==> src/rtl/mem_stall_ctrl.sv <==
// mem_stall_ctrl
//   Memory-access stall generator sitting between riscv_core and data_mem.
//   Each data-memory request holds the core's stall_i for a per-direction
//   number of cycles (RD_LAT for reads, WR_LAT for writes). Once that count
//   has run out, the access still waits for mem_ready_i. A release cycle
//   (stall_o=0) then returns the controller to IDLE. A saturating 32-bit
//   counter records every cycle with stall_o=1.
//
//   Optional feature: define MEM_STALL_TIMEOUT_EN to add a ready-wait
//   watchdog. If mem_ready_i stays low for TIMEOUT consecutive cycles after
//   the latency has expired, the access is force-released and the sticky
//   timeout_o flag is raised. Without the macro, timeout_o is tied to 0 and
//   WAIT holds for as long as mem_ready_i stays low.
//
// Parameters
//   RD_LAT  - stall cycles for a read  (0..2**CNT_W-1)
//   WR_LAT  - stall cycles for a write (0..2**CNT_W-1)
//   CNT_W   - width of the latency down-counter
//   TIMEOUT - ready-wait limit in cycles (MEM_STALL_TIMEOUT_EN only)
//
// Ports
//   clk_i        in   clock, rising edge
//   rst_ni       in   asynchronous active-low reset
//   mem_req_i    in   data-memory request from the core
//   mem_we_i     in   write enable from the core (selects WR_LAT/RD_LAT)
//   mem_ready_i  in   memory ready (tie high for fixed-latency memory)
//   mem_req_o    out  request forwarded to data_mem
//   stall_o      out  to core stall_i
//   busy_o       out  high while in WAIT
//   stall_cnt_o  out  saturating count of cycles with stall_o=1
//   timeout_o    out  sticky ready-wait timeout flag
module mem_stall_ctrl #(
  parameter int RD_LAT  = 1,
  parameter int WR_LAT  = 1,
  parameter int CNT_W   = 4,
  parameter int TIMEOUT = 255
) (
  input  logic        clk_i,
  input  logic        rst_ni,
  input  logic        mem_req_i,
  input  logic        mem_we_i,
  input  logic        mem_ready_i,
  output logic        mem_req_o,
  output logic        stall_o,
  output logic        busy_o,
  output logic [31:0] stall_cnt_o,
  output logic        timeout_o
);

  if ((RD_LAT < 0) || (RD_LAT > (2**CNT_W) - 1) ||
      (WR_LAT < 0) || (WR_LAT > (2**CNT_W) - 1)) begin : g_lat_chk
    $error("mem_stall_ctrl: RD_LAT/WR_LAT must fit in CNT_W bits");
  end

  if (TIMEOUT < 1) begin : g_timeout_chk
    $error("mem_stall_ctrl: TIMEOUT must be at least 1");
  end

  localparam logic [CNT_W-1:0] RD_L = CNT_W'(RD_LAT);
  localparam logic [CNT_W-1:0] WR_L = CNT_W'(WR_LAT);

  typedef enum logic {
    IDLE = 1'b0,
    WAIT = 1'b1
  } state_t;

  state_t           state_q, state_d;
  logic [CNT_W-1:0] cnt_q, cnt_d;
  logic [CNT_W-1:0] lat;
  logic             stall_c, req_c, busy_c;
  logic             force_rel;
  logic [31:0]      stall_cnt_q;

  // Latency is only consulted in IDLE; in WAIT the loaded count runs out
  // regardless of what mem_req_i/mem_we_i do.
  assign lat = mem_we_i ? WR_L : RD_L;

  always_ff @(posedge clk_i or negedge rst_ni) begin
    if (!rst_ni) begin
      state_q <= IDLE;
      cnt_q   <= '0;
    end else begin
      state_q <= state_d;
      cnt_q   <= cnt_d;
    end
  end

  always_comb begin
    state_d = state_q;
    cnt_d   = cnt_q;
    stall_c = 1'b0;
    req_c   = 1'b0;
    busy_c  = 1'b0;
    unique case (state_q)
      IDLE: begin
        if (mem_req_i) begin
          req_c = 1'b1;
          // Zero latency with memory already ready completes in place.
          if (!((lat == '0) && mem_ready_i)) begin
            stall_c = 1'b1;
            cnt_d   = (lat == '0) ? '0 : lat - CNT_W'(1);
            state_d = WAIT;
          end
        end
      end
      WAIT: begin
        req_c  = 1'b1;
        busy_c = 1'b1;
        if (cnt_q != '0) begin
          stall_c = 1'b1;
          cnt_d   = cnt_q - CNT_W'(1);
        end else if (mem_ready_i || force_rel) begin
          state_d = IDLE;
        end else begin
          stall_c = 1'b1;
        end
      end
      default: begin
        state_d = IDLE;
      end
    endcase
  end

  // Outputs are gated by reset so an abandoned access drops its request
  // and stall immediately, even while the core still drives mem_req_i.
  assign stall_o   = rst_ni & stall_c;
  assign mem_req_o = rst_ni & req_c;
  assign busy_o    = rst_ni & busy_c;

  always_ff @(posedge clk_i or negedge rst_ni) begin
    if (!rst_ni) begin
      stall_cnt_q <= '0;
    end else if (stall_c && (stall_cnt_q != 32'hFFFF_FFFF)) begin
      stall_cnt_q <= stall_cnt_q + 32'd1;
    end
  end

  assign stall_cnt_o = stall_cnt_q;

`ifdef MEM_STALL_TIMEOUT_EN
  localparam int TO_W = $clog2(TIMEOUT + 1);

  logic [TO_W-1:0] rw_cnt_q;
  logic            timeout_q;
  logic            ready_wait;

  // A ready-wait cycle: latency exhausted, memory still not ready.
  assign ready_wait = (state_q == WAIT) && (cnt_q == '0) && !mem_ready_i;
  // TIMEOUT ready-wait cycles have already stalled; release on the next.
  assign force_rel  = ready_wait && (rw_cnt_q == TO_W'(TIMEOUT));

  always_ff @(posedge clk_i or negedge rst_ni) begin
    if (!rst_ni) begin
      rw_cnt_q  <= '0;
      timeout_q <= 1'b0;
    end else begin
      if ((state_q == IDLE) && (state_d == WAIT)) begin
        rw_cnt_q <= '0;
      end else if (ready_wait && !force_rel) begin
        rw_cnt_q <= rw_cnt_q + TO_W'(1);
      end
      if (force_rel) begin
        timeout_q <= 1'b1;
      end
    end
  end

  assign timeout_o = timeout_q;
`else
  assign force_rel = 1'b0;
  assign timeout_o = 1'b0;
`endif

endmodule
==> config.mk <==
export PLATFORM = sky130hd
export DESIGN_NAME = mem_stall_ctrl
export DESIGN_NICKNAME = d
export VERILOG_FILES = /design/src/rtl/mem_stall_ctrl.sv
export SDC_FILE = /design/constraint.sdc
export NUM_CORES = 1
export LEC_CHECK = 0
export ABC_AREA = 0
export BUFFER_PORTS_ARGS = -buffer_cell sky130_fd_sc_hd__buf_2
export CORE_ASPECT_RATIO = 0.9
export CORE_MARGIN = 2
export CORE_UTILIZATION = 45
export DETAILED_ROUTE_END_ITERATION = 6
export GPL_ROUTABILITY_DRIVEN = 0
export PLACE_DENSITY = 0.74
export SLEW_MARGIN = 20
export SYNTH_ARGS = -nofsm -noshare
export SYNTH_HDL_FRONTEND = slang
export SYNTH_SLANG_ARGS = --single-unit
==> constraint.sdc <==
create_clock -name clk_i -period 2.5 [get_ports clk_i]
set_clock_uncertainty 0.15 [all_clocks]
set_input_delay 0 -clock clk_i [delete_from_list [all_inputs] [get_ports clk_i]]
set_output_delay 0 -clock clk_i [all_outputs]
set_load 0.005 [all_outputs]
## After elaboration in Yosys (flattened, before gate mapping)

Cells that the tools add are included.

| storage, ports and cells | value |
|---|---|
| register bits | 37 |
| input port bits | 5 |
| output and inout port bits | 36 |
| logic and storage cells | 24 |

| operators by class | value |
|---|---|
| add/sub/neg operators | 2 |
| equal/unequal tests | 3 |
| mux-type cells | 9 |
| bitwise logic cells | 4 |
| reduce and logical (&&, ||, !) cells | 3 |

Operators with widths:

| cell | count |
|---|---|
| $add A32 B1 Y32 const B | 1 |
| $ne A32 B32 Y1 const B | 1 |
| $mux W4 | 2 |
| $pmux W4 S2 | 1 |
| $mux W1 | 4 |
| $pmux W1 S2 | 2 |
| $reduce_bool A4 Y1 | 1 |
| $sub A4 B1 Y4 const B | 1 |
| $and A1 B1 Y1 | 3 |
| $ne A2 B1 Y1 const B | 1 |
| $ne A2 B2 Y1 const B | 1 |
| $reduce_and A2 Y1 | 1 |
| $logic_and A1 B1 Y1 | 1 |
| $not A1 Y1 | 1 |

## Longest topological paths before layout

| depth | value |
|---|---|
| word-level depth | 4 |
| mapped depth | 9 |
| depth with buffers taken out | 8 |

## Worst setup path before layout

OpenSTA, ideal clock, no wires.

| path | value |
|---|---|
| path type | reg2reg |
| start point | reg stall_cnt_q[0] (netlist: stall_cnt_o[0]) |
| end point | reg stall_cnt_q[22] (netlist: stall_cnt_o[22]) |
| setup time | 127 ps |
| arrival time | 2223 ps |
| required time | 2223 ps |
| setup slack | 0 ps |
| stages on the path, launching flop included | 8 |
| path buffers | 1 |
| clock period less this slack | 2500 ps |
| cell sequence | dfrtp_1 -> ha_1 -> nand3_1 -> or4_1 -> buf_6 -> nor4_4 -> and3_1 -> mux2_1 |

| between the ends | value |
|---|---|
| cells in the longest elaborated chain, start to end | 2 |
| elaborated cells between the ends (all ways) | 3 |
| classes of those cells | add/sub: 1; eq/ne: 1; reduce/logical: 1 |

RTL lines:

| what | line | source |
|---|---|---|
| start: declaration | 72 | `logic [31:0] stall_cnt_q;` |
| start signal: assignment | 134 | `stall_cnt_q <= stall_cnt_q + 32'd1;` |
| parallel branches: the longest is 2 deep, another holds $add A32 B1 Y32 | -- |  |

Parallel ways; which one is timed is not known.
A chain may end at the register's enable or synchronous reset.

## Final worst setup path

| path | value |
|---|---|
| start point | reg stall_cnt_q[0] (netlist: stall_cnt_o[0]) |
| end point | reg stall_cnt_q[31] (netlist: stall_cnt_o[31]) |

The elaborated chain is that of the path after synthesis.

==> results.md <==
* Status: complete, no violations
* Vias in the first global route at 1452
* LEAKAGE at approximately 1.2 nW
* Final Hold Fails at 0
* Routed wire length at around 3.8 mm
* Most frequent CP cell: buf_4
* Antenna-violating nets left at 0
* Die Height at 65.4 µm
* Area contributors post-synth: dfrtp_1 49%, xor2_1 9.3%, xnor2_1 5.1%, nand2_1 4.8%, nand3_1 4.2%
* Total clock sinks at 37
* Post-Syn Area at ~1900 µm²
* Critical Path, Cell by Cell: ha_1 > nand3_2 > or4_1 > buf_4 > o31ai_4 > buf_4 > nor3_1 > xor2_1
* Grt ovf at 0
* Worst path required time at between 2000 and 3000 ps
* #FFs+latches synth at 37
* Remaining DRCs at 0
* CP max FO at 6
* Crit path kind: reg -> reg
* Vias post-DR at 1524
* Max_cap viols at 0
* Avg WL per Cell at approximately 13 µm
* Initial Util at 0.466
* Ant. Diodes at 0
* Clk_lat worst skew at between 200 and 300 ps
* Nets at between 200 and 250
* RSZ-0062 raised after global routing: false
* Post-synth top cells: 37 x dfrtp_1, 24 x nand2_1, 20 x xor2_1
* Synth Area in Simple Gates at 0.280
* Clock slew at reported path FFs at roughly 70 ps
* YS warnings at 0
* Syn-to-layout area delta at 22.8%
* Layout cells sized above 1 at 0.280
* Fillers at 356
* Net count after synthesis at 190
* Top FF cell, synth: dfrtp_1
* Buf+Inv Stages, Crit Path at 2
* GRT Overall Usage at 0.190
* Die boundary width at 72.2 µm
* HPWL after DPL at approximately 2.9 mm
* Worst Path Arrival at between 2000 and 2500 ps
* Syn_area_per_cell at about 10 µm²
* Sequential area share after synthesis at 0.491
* Num CTS Buffers at 5
* Clk buf depth at 2
* Min-Delay Path Class: in -> async
* Mux cell area share after synthesis at 0.0113
* Final worst-path cycle share at 0.937
* Die area at roughly 4700 µm²
* Vias per Instance at ~5.3
* Setup_tns at 0 ps
* Netlist cell types at 36
* I/O pins at slightly above 40
* Synth Area in Compound Gates at 0.0319
* Crit. End Element: flop
* Number of flops mapped to enable cells by yosys at 0
* Post-synth ARST share at 1.00
* Initial DRC count at 88
* Leading area contributor after synthesis: dfrtp_1
* Core ar. at approximately 4000 µm²
* Slew Viols, Final at 0
* IO buf count at 38
* Fmax at between 400 and 500 MHz
* Antenna violations before repair at 0
* Synth Instances at about 180
* Htree depth at 2
* CTS Root Buffer Type: clkbuf_8
* Combinational family with the most area after synthesis: simple AND/OR/NAND/NOR gates
* Post-CTS Setup Bufs at 0
* Top-count cell post-synth: dfrtp_1
* Adder-cell share of the synthesized area at 0.0133
* DR pass1 iterations at 4
* Final hold slack at 46.1 ps
* Post-Synth XOR/XNOR Area at 0.144
* Setup-failing EPs final at 0
* FP Rows at 22
* Crit-path max cell delay at between 600 and 700 ps
* Tmin final at 2340 ps
* Worst path slowest cell: or4_1
* Pwr dens at 762 nW/µm²
* Synth top area share at 0.491
* CTS tree: yes
* Startpoint Class: flop
* First-pass GRT wire length at slightly below 7 mm
* Peak VDD IR at between 300 and 400 µV
* Largest net degree at the start of global routing at 24
* Top delay family on crit path: simple AND/OR/NAND/NOR gates
[layout make-up]
class,count,area (µm²),area share
Multi-Input combinational cell,138,920,0.397
Sequential cell,37,926,0.400
Inverter,4,15.0,0.00649
Timing Repair Buffer,53,308,0.133
Clock buffer,7,86.3,0.0373
Tap cell,48,60.1,0.0259
[path summary, 6_finish.rpt]
check / cells past startpoint / endpoint / slack, ps / from
setup / recovery: 8 / stall_cnt_o[31] / 160 / stall_cnt_o[0]
hold / removal: 2 / cnt_q[3] / 50 / rst_ni
setup reg to reg: 8 / stall_cnt_o[31] / 160 / stall_cnt_o[0]
hold reg to reg: 1 / stall_cnt_o[30] / 340 / stall_cnt_o[30]
max in group asynchronous: 3 / stall_cnt_o[18] / 1550 / rst_ni
min in group clk_i: 3 / state_q / 60 / mem_ready_i
[logic make-up (layout without fill, tap and decap cells)]
logic type / Yosys count / count (layout)
AOI/OAI and AO/OA: 7 / 7
xor gates and xnor gates: 31 / 31
adders and majority gates: 2 / 2
buffers and inverters: 8 / 64
DFF: 37 / 37
muxes: 2 / 2
other: 1 / 1
and+or+nand+nor: 95 / 95
[routing by layer]
| layer | global-route usage | up-vias | routed length [µm] |
|---|---|---|---|
| met2 | 0.278 | 36 | 1730 |
| met1 | 0.265 | 729 | 1850 |
| met4 | 0.0920 | 0 | 70 |
| li1 | - | 752 | - |
| met5 | 0 | - | 0 |
| met3 | 0.0414 | 7 | 189 |
[flip-flops by register name (all words and copies together) (netlist names)]
register and cells:
stall_cnt_o 32, cnt_q 4, state_q 1
[per-stage QoR]
stage	instances	utilization	setup WS [ps]	area (µm²)	total power (W)
floorplan	183	-	41.3	1890	0.00115
global placement	278	0.545	209	2200	0.00133
detailed placement	278	0.545	162	2200	0.00135
CTS	287	0.571	138	2310	0.00178
global route	287	0.572	7.51	2310	0.00190
finish	287	0.572	158	2310	0.00176
[power by group]
group,internal (W),switching (W)
combinational,0.000266,0.000274
clock,0.000219,0.000199
sequential,0.000701,0.000104
[what timing repair did]
action,CTS,global route
gates resized for setup,0,1
endpoints found under the setup margin,0,1
hold endpoints to repair,39,0
hold buffers,2,0
[cell usage in the layout, fill, tap and decap left out, drive strengths merged, types with 2 or more instances in the layout]
cell type	count
buf	51
dfrtp	37
nand2	24
xor2	20
nand3	16
nor2	12
nor3	12
xnor2	11
clkbuf	7
nand4	6
nor4	6
and3	5
inv	4
and2	2
nor2b	2
and4	2
or4	2
nand2b	2
o21ai	2
ha	2
dlygate4sd3	2
nor3b	2
(Power assumes the default switching activity.)
